File: config.mk
export PLATFORM = sky130hd
export DESIGN_NAME = eth_udp_tx
export DESIGN_NICKNAME = d
export VERILOG_FILES = /design/src/rtl/eth_pkg.sv /design/src/rtl/crc32_d8.sv /design/src/rtl/eth_udp_tx.sv
export SDC_FILE = /design/constraint.sdc
export NUM_CORES = 1
export LEC_CHECK = 0
export BUFFER_PORTS_ARGS = -buffer_cell sky130_fd_sc_hd__buf_2
export CORE_UTILIZATION = 45
export DETAILED_ROUTE_END_ITERATION = 10
export MAX_ROUTING_LAYER = met4
export PLACE_DENSITY = 0.6
export SYNTH_ARGS = -nofsm -noshare
export SYNTH_HDL_FRONTEND = slang
export SYNTH_SLANG_ARGS = --single-unit
File: constraint.sdc
create_clock -name sys_clk -period 8.5 [get_ports sys_clk]
set_input_delay 0.425 -clock sys_clk [delete_from_list [all_inputs] [get_ports sys_clk]]
set_output_delay 0.425 -clock sys_clk [all_outputs]
set_load 0.01 [all_outputs]
File: src/rtl/eth_pkg.sv
// Shared Ethernet/IPv4/UDP constants and the transmit FSM state type.
// Used by both the transmit path and the CRC engine.
package eth_pkg;
    localparam logic [15:0] ETH_TYPE_IPV4 = 16'h0800;
    localparam logic [7:0]  IP_PROTO_UDP  = 8'h11;
    localparam logic [7:0]  PREAMBLE      = 8'h55;
    localparam logic [7:0]  SFD           = 8'hD5;
    localparam logic [10:0] MIN_UDP_PAY   = 11'd18;
    localparam logic [10:0] MAX_UDP_PAY   = 11'd1472;
    localparam logic [10:0] HDR_LAST      = 11'd41;
    localparam logic [31:0] CRC_INIT      = 32'hFFFF_FFFF;
    // 0x04C11DB7 bit-reversed, for the LSB-first (reflected) CRC-32
    localparam logic [31:0] CRC_POLY_REFL = 32'hEDB8_8320;

    typedef enum logic [2:0] {
        ST_IDLE,
        ST_PRE,
        ST_HDR,
        ST_PAY,
        ST_PAD,
        ST_FCS,
        ST_IFG
    } eth_tx_state_t;
endpackage

File: src/rtl/crc32_d8.sv
// Reflected CRC-32, one byte per clock; crc is the raw register (invert for the FCS).
// Latency: updated value visible the cycle after enable; no backpressure.
module crc32_d8
    import eth_pkg::*;
(
    input  logic        clk,
    input  logic        rst_n,
    input  logic        clear,
    input  logic        enable,
    input  logic [7:0]  data,
    output logic [31:0] crc
);
    logic [31:0] crc_nxt;

    always_comb begin
        crc_nxt = crc;
        for (int i = 0; i < 8; i++) begin
            crc_nxt = (crc_nxt[0] ^ data[i]) ? ((crc_nxt >> 1) ^ CRC_POLY_REFL) : (crc_nxt >> 1);
        end
    end

    always_ff @(posedge clk or negedge rst_n) begin
        if (!rst_n) begin
            crc <= CRC_INIT;
        end else if (clear) begin
            crc <= CRC_INIT;
        end else if (enable) begin
            crc <= crc_nxt;
        end
    end
endmodule

File: src/rtl/eth_udp_tx.sv
// GMII Ethernet II/IPv4/UDP transmitter: preamble, headers, pulled payload, pad, FCS, IFG.
// First preamble byte the cycle after an accepted start; payload is pulled at line rate with no stall.
module eth_udp_tx
    import eth_pkg::*;
#(
    parameter logic [47:0] LOCAL_MAC  = 48'h112233445566,
    parameter logic [47:0] DEST_MAC   = 48'h6c1ff709fa24,
    parameter logic [31:0] LOCAL_IP   = 32'hc0a80180,
    parameter logic [31:0] DEST_IP    = 32'hc0a80141,
    parameter logic [15:0] LOCAL_PORT = 16'd1234,
    parameter logic [15:0] DEST_PORT  = 16'd1234,
    parameter int          IFG_BYTES  = 12
) (
    input  logic        sys_clk,
    input  logic        sys_rst_n,
    input  logic        tx_start,
    input  logic [10:0] tx_len,
    input  logic [15:0] ip_id,
    output logic        data_req,
    input  logic [7:0]  data_in,
    output logic        tx_busy,
    output logic        tx_done,
    output logic [7:0]  gmii_txd,
    output logic        gmii_tx_en
);
    localparam logic [19:0] CSUM_BASE = 20'h4500 + 20'h4011
        + 20'(LOCAL_IP[31:16]) + 20'(LOCAL_IP[15:0])
        + 20'(DEST_IP[31:16]) + 20'(DEST_IP[15:0]);
    localparam logic [10:0] IFG_LAST = 11'(IFG_BYTES - 1);
    localparam logic [10:0] REQ_SLOT = HDR_LAST - 11'd2;

    eth_tx_state_t state, nxt_state;
    logic [10:0]  cnt, nxt_cnt, len, pad_len, req_left;
    logic [15:0]  id, ip_total, udp_len;
    logic [19:0]  acc;
    logic [31:0]  crc, fcs_word;
    logic [335:0] hdr_vec;
    logic [8:0]   hdr_sh;
    logic [7:0]   nxt_byte;
    logic         start_ok, crc_en;

    assign start_ok = tx_start && !tx_busy && (tx_len != 11'd0) && (tx_len <= MAX_UDP_PAY);
    assign pad_len  = (len < MIN_UDP_PAY) ? (MIN_UDP_PAY - len) : 11'd0;
    assign ip_total = {5'd0, len} + 16'd28;
    assign udp_len  = {5'd0, len} + 16'd8;
    assign fcs_word = ~crc;
    // acc holds the folded ones-complement sum once PRE has run its two fold cycles
    assign hdr_vec  = {DEST_MAC, LOCAL_MAC, ETH_TYPE_IPV4,
                       16'h4500, ip_total, id, 16'h0000, 8'h40, IP_PROTO_UDP, ~acc[15:0],
                       LOCAL_IP, DEST_IP, LOCAL_PORT, DEST_PORT, udp_len, 16'h0000};
    assign hdr_sh   = 9'd328 - {((nxt_state == ST_HDR) ? nxt_cnt[5:0] : 6'd0), 3'b000};
    assign crc_en   = (state != ST_IDLE) &&
                      ((nxt_state == ST_HDR) || (nxt_state == ST_PAY) || (nxt_state == ST_PAD));

    // state/cnt name the byte currently on gmii_txd; nxt_* name the byte being loaded
    always_comb begin
        nxt_state = state;
        nxt_cnt   = cnt + 11'd1;
        case (state)
            ST_PRE: if (cnt == 11'd7) begin nxt_state = ST_HDR; nxt_cnt = '0; end
            ST_HDR: if (cnt == HDR_LAST) begin nxt_state = ST_PAY; nxt_cnt = '0; end
            ST_PAY: if (cnt == len - 11'd1) begin
                nxt_state = (pad_len != 11'd0) ? ST_PAD : ST_FCS;
                nxt_cnt   = '0;
            end
            ST_PAD: if (cnt == pad_len - 11'd1) begin nxt_state = ST_FCS; nxt_cnt = '0; end
            ST_FCS: if (cnt == 11'd3) begin nxt_state = ST_IFG; nxt_cnt = '0; end
            ST_IFG: if (cnt == IFG_LAST) begin nxt_state = ST_IDLE; nxt_cnt = '0; end
            default: begin nxt_state = ST_IDLE; nxt_cnt = '0; end
        endcase
    end

    always_comb begin
        nxt_byte = 8'h00;
        case (nxt_state)
            ST_PRE:  nxt_byte = (nxt_cnt == 11'd7) ? SFD : PREAMBLE;
            ST_HDR:  nxt_byte = hdr_vec[hdr_sh +: 8];
            ST_PAY:  nxt_byte = data_in;
            ST_FCS:  nxt_byte = fcs_word[{nxt_cnt[1:0], 3'b000} +: 8];
            default: nxt_byte = 8'h00;
        endcase
    end

    crc32_d8 u_crc (
        .clk    (sys_clk),
        .rst_n  (sys_rst_n),
        .clear  (start_ok),
        .enable (crc_en),
        .data   (nxt_byte),
        .crc    (crc)
    );

    always_ff @(posedge sys_clk or negedge sys_rst_n) begin
        if (!sys_rst_n) begin
            state      <= ST_IDLE;
            cnt        <= '0;
            len        <= '0;
            id         <= '0;
            acc        <= '0;
            req_left   <= '0;
            data_req   <= 1'b0;
            tx_busy    <= 1'b0;
            tx_done    <= 1'b0;
            gmii_txd   <= 8'h00;
            gmii_tx_en <= 1'b0;
        end else if (state == ST_IDLE) begin
            tx_done <= 1'b0;
            if (start_ok) begin
                state      <= ST_PRE;
                cnt        <= '0;
                len        <= tx_len;
                id         <= ip_id;
                acc        <= CSUM_BASE + {9'd0, tx_len} + 20'd28 + {4'd0, ip_id};
                tx_busy    <= 1'b1;
                gmii_tx_en <= 1'b1;
                gmii_txd   <= PREAMBLE;
            end
        end else begin
            state      <= nxt_state;
            cnt        <= nxt_cnt;
            gmii_txd   <= nxt_byte;
            gmii_tx_en <= (nxt_state != ST_IFG) && (nxt_state != ST_IDLE);
            tx_busy    <= (nxt_state != ST_IDLE);
            tx_done    <= (state == ST_FCS) && (nxt_state == ST_IFG);
            if ((state == ST_PRE) && (cnt < 11'd2)) begin
                acc <= {4'd0, acc[15:0]} + {16'd0, acc[19:16]};
            end
            // Request leads the PAY slot by two cycles: one for the upstream read, one for the txd register
            if ((state == ST_HDR) && (cnt == REQ_SLOT)) begin
                data_req <= 1'b1;
                req_left <= len - 11'd1;
            end else if (req_left != 11'd0) begin
                data_req <= 1'b1;
                req_left <= req_left - 11'd1;
            end else begin
                data_req <= 1'b0;
            end
        end
    end
endmodule

==> impl_metrics.toml <==
[outcome]
outcome = "finished clean"

[finish]
num_antenna_cells = 0
final_layout_size_suffix_gt1_frac = 0.161
finalNetCount = 1267
final_core_util = 0.509
syn2layout_area_growth_pct = 11.0

[timing]
setup_viol = 0
worst_slew_margin_rel = 0.319
max_freq_ghz = 0.156
finalHoldWorstSlack_ns = 0.0225
period_minus_slack_ns = 6.41
finClkSkew_ns = 0.0151
finalHoldViolCount = 0
timing.setup.tns_ns = 0
max_slew.worst_pin.slew_ns = 1.01
grt_setup_unrepaired = "false"
drv_slew = 0
layout_worst_path_cycle_share = 0.754

[clock_tree]
cts_buffers = 17
clkTransAtPathRegs_ns = 0.06
clockBufferDepth = 2
post-cts-setup-buffers = 0
tritoncts = "built"
post_cts_hold_buffer_count = 0
resize_count_post_cts = 0
cts.sink_count = 114
cts-htree-levels = 4
root_buffer = "sky130_fd_sc_hd__clkbuf_16"
clk-insertion-delay-late_ns = 0.43

[place]
routabilityCongestion = 0.955
port_buffers = 49
dpl.hpwl_mm = 22.7

[floorplanning]
row_count = 54
floorplan.die.width_um = 151
die_area_mm2 = 0.0228
num_io_pins = 50
die_height_um = 151
initial_utilization = 0.459
core_mm2 = 0.0218

[setup_path]
crit_type = "register to register"
critical_path_required_ns = 8.86
critPathArrivalTime_ns = 6.77
critPathCaptureType = "register"
r2r-start = "state[2]$_DFFE_PN0P_"
timing.critical_path.to = "u_crc.crc[18]$_DFFE_PN1P_"
setup.worst_path.start = "state[2]$_DFFE_PN0P_"
reg2regPathDepth = 15
timing.reg2reg.setup_slack_ns = 2.09
critical_path.max_fanout = 30
worst_path_max_delay_cell = "sky130_fd_sc_hd__ha_1"
crit_path_max_incr_delay_ns = 0.76
start_kind = "register"
crit_path_frequent_cell = "sky130_fd_sc_hd__a21oi_1"
critical_path.reg2reg.endpoint = "u_crc.crc[18]$_DFFE_PN1P_"
worstPathCellList = "or3b_2 > a41o_1 > nor2_1 > inv_1 > ha_1 > nor2_1 > a21oi_1 > o21ai_0 > o22ai_1 > a221o_1 > a21oi_1 > xnor2_2 > xnor2_4 > xnor3_1 > a21oi_1"

[route]
via_per_inst = 5.99
dr.first_iter.drc_count = 637
route.detailed.drc = 0
dr.pass1.iters = 5
totalWireLength_mm = 30.7
post_drt_wl_per_cell_um = 20.8
antenna_left = 0
detailroute.via_count = 8834

[pwr]
power_density_mw_per_mm2 = 144
vdd.ir_drop.worst_v = 0.000112
cellLeakagePower_nw = 4.83

[yosys]
largest_area_contributor_in_the_synthesized_netlist = "sky130_fd_sc_hd__dfrtp_1"
synth_xor_area_frac = 0.161
synthSimpleGateAreaFrac = 0.188
muxShareOfSynthArea = 0.0366
syn-instance-count = 1169
syn-mean-instance-area_um2 = 8.53
mappedNetlistArea_mm2 = 0.00998
synthTopCellsByArea = "sky130_fd_sc_hd__dfrtp_1 (21%), sky130_fd_sc_hd__dfstp_2 (8.4%), sky130_fd_sc_hd__xnor2_1 (5.6%), sky130_fd_sc_hd__ha_1 (5.5%), sky130_fd_sc_hd__a21oi_1 (5.3%)"
synth_top_family_by_area = "compound AO/OA/AOI/OAI gates"
seq_area_frac_synth = 0.290
syn_nets = 1253
synth-compound-area-share = 0.215
synth-adder-area-share = 0.0592
synth.lib_cells_used.distinct = 89
ys.warnings.count = 0
yosys_most_used_dff = "sky130_fd_sc_hd__dfrtp_1"
postSynthRegisterBits = 114
synthDominantCellAreaShare = 0.206
synthArstFlopShare = 1.00
edff_count_synth = 0

[flow_run]
cap_violations = 0

[grt]
grt_start_max_net_pins = 66
global_route_wire_length_before_repair_mm = 48.3
first_global_vias = 8400
grt_use_total = 0.291
overflow = 0
antenna_violations_before_repair = 0

[hold_path]
hold_path_class = "input port to asynchronous set/reset pin"
[cells in the mapped netlist, types with 5 or more instances]
cell,number
sky130_fd_sc_hd__ha_1,44
sky130_fd_sc_hd__o22ai_1,18
sky130_fd_sc_hd__o21ai_0,98
sky130_fd_sc_hd__o211ai_1,5
sky130_fd_sc_hd__mux2i_1,14
sky130_fd_sc_hd__a21oi_1,105
sky130_fd_sc_hd__nor4_1,5
sky130_fd_sc_hd__or3_1,9
sky130_fd_sc_hd__xnor3_1,19
sky130_fd_sc_hd__nand4_1,13
sky130_fd_sc_hd__dfrtp_1,82
sky130_fd_sc_hd__a31oi_1,13
sky130_fd_sc_hd__xor2_1,25
sky130_fd_sc_hd__nand2b_1,18
sky130_fd_sc_hd__nor2b_1,9
sky130_fd_sc_hd__nand2_1,118
sky130_fd_sc_hd__nor2_1,78
sky130_fd_sc_hd__dfstp_2,32
sky130_fd_sc_hd__or2_2,7
sky130_fd_sc_hd__xnor2_1,64
sky130_fd_sc_hd__a22oi_1,5
sky130_fd_sc_hd__and2_1,6
sky130_fd_sc_hd__buf_1,5
sky130_fd_sc_hd__nor3_1,36
sky130_fd_sc_hd__and3_1,9
sky130_fd_sc_hd__inv_1,62
sky130_fd_sc_hd__a21boi_0,5
sky130_fd_sc_hd__a211oi_1,7
sky130_fd_sc_hd__mux2_2,20
sky130_fd_sc_hd__clkbuf_1,60
sky130_fd_sc_hd__nand3_1,42
sky130_fd_sc_hd__o31ai_1,5
sky130_fd_sc_hd__o22a_1,10
sky130_fd_sc_hd__a221oi_1,7
sky130_fd_sc_hd__xnor2_2,8
sky130_fd_sc_hd__a22o_1,6
[cell usage in the layout, fill, tap and decap left out, types with 9 or more instances in the layout]
| cell | n |
|---|---|
| sky130_fd_sc_hd__nand2_1 | 118 |
| sky130_fd_sc_hd__a21oi_1 | 105 |
| sky130_fd_sc_hd__o21ai_0 | 98 |
| sky130_fd_sc_hd__dfrtp_1 | 82 |
| sky130_fd_sc_hd__nor2_1 | 78 |
| sky130_fd_sc_hd__xnor2_1 | 64 |
| sky130_fd_sc_hd__inv_1 | 62 |
| sky130_fd_sc_hd__buf_2 | 48 |
| sky130_fd_sc_hd__ha_1 | 44 |
| sky130_fd_sc_hd__nand3_1 | 42 |
| sky130_fd_sc_hd__nor3_1 | 35 |
| sky130_fd_sc_hd__dfstp_2 | 32 |
| sky130_fd_sc_hd__xor2_1 | 25 |
| sky130_fd_sc_hd__clkbuf_16 | 21 |
| sky130_fd_sc_hd__mux2_2 | 20 |
| sky130_fd_sc_hd__xnor3_1 | 19 |
| sky130_fd_sc_hd__nand2b_1 | 18 |
| sky130_fd_sc_hd__o22ai_1 | 18 |
| sky130_fd_sc_hd__buf_4 | 15 |
| sky130_fd_sc_hd__mux2i_1 | 14 |
| sky130_fd_sc_hd__nand4_1 | 13 |
| sky130_fd_sc_hd__a31oi_1 | 13 |
| sky130_fd_sc_hd__o22a_1 | 10 |
| sky130_fd_sc_hd__nor2b_1 | 9 |
| sky130_fd_sc_hd__or3_1 | 9 |
| sky130_fd_sc_hd__and3_1 | 9 |
[per-layer routing]
| metal | vias up | wire length [um] | GRT usage |
|---|---|---|---|
| met5 | - | 0 | - |
| met2 | 268 | 14400 | 0.453 |
| li1 | 4222 | - | - |
| met3 | 49 | 1450 | 0.0422 |
| met1 | 4295 | 14200 | 0.387 |
| met4 | 0 | 715 | 0.0965 |
[cells by family after synthesis]
kind of cell / Yosys count
adders and majority gates: 46
xor gates and xnor gates: 126
and+or+nand+nor: 378
buffers and inverters: 133
AOI/OAI and AO/OA: 338
DFF: 114
muxes: 34
[report_power, final]
part / internal [mW] / switching, mW
clock network: 0.511 / 0.280
registers: 0.564 / 0.0144
logic: 0.118 / 0.108
[registers in the layout, indices dropped and copies added, names as in the netlist]
signal / count
gmii_tx_en: 1
tx_busy: 1
gmii_txd: 8
state: 3
tx_done: 1
cnt: 11
data_req: 1
len: 11
acc: 18
req_left: 11
u_crc.crc: 32
id: 16
[worst max-delay path: cells and delay by family, from the launching register on]
| kind | cells | cell delay (ns) |
|---|---|---|
| and+or+nand+nor | 3 | 1.96 |
| AOI/OAI and AO/OA | 7 | 1.59 |
| xor gates and xnor gates | 3 | 1.14 |
| adders and majority gates | 1 | 0.76 |
| DFF | 1 | 0.51 |
| buffers and inverters | 1 | 0.38 |
[how the worst min path moves through the flow]
stage | endpoint | depth (start not counted)
2_1_floorplan | acc[0]$_DFFE_PN0P_ | 0
3_3_place_gp | data_req$_DFFE_PN0N_ | 1
3_5_place_dp | data_req$_DFFE_PN0N_ | 1
4_1_cts | req_left[8]$_DFFE_PN0P_ | 1
5_1_grt | req_left[8]$_DFFE_PN0P_ | 1
6_report | req_left[8]$_DFFE_PN0P_ | 1
[layout make-up]
| class | instances | area, um2 |
|---|---|---|
| multi-input combinational | 922 | 6590 |
| timing repair buffer | 63 | 353 |
| clock inverter | 9 | 109 |
| fill | 2096 | 10700 |
| tap | 280 | 350 |
| sequential | 114 | 2890 |
| inverter | 65 | 244 |
| clock buffer | 23 | 543 |
[metrics by stage]
stage,total power [mW],instances,cell area [um2],worst slack (ns)
4_1_cts,1.61,1476,11100,2.22
2_1_floorplan,0.751,1169,9980,3.00
3_3_place_gp,0.814,1444,10400,2.21
3_5_place_dp,0.814,1444,10400,2.25
6_report,1.59,1476,11100,2.09
5_1_grt,1.66,1476,11100,1.70
(Power assumes the default switching activity.)
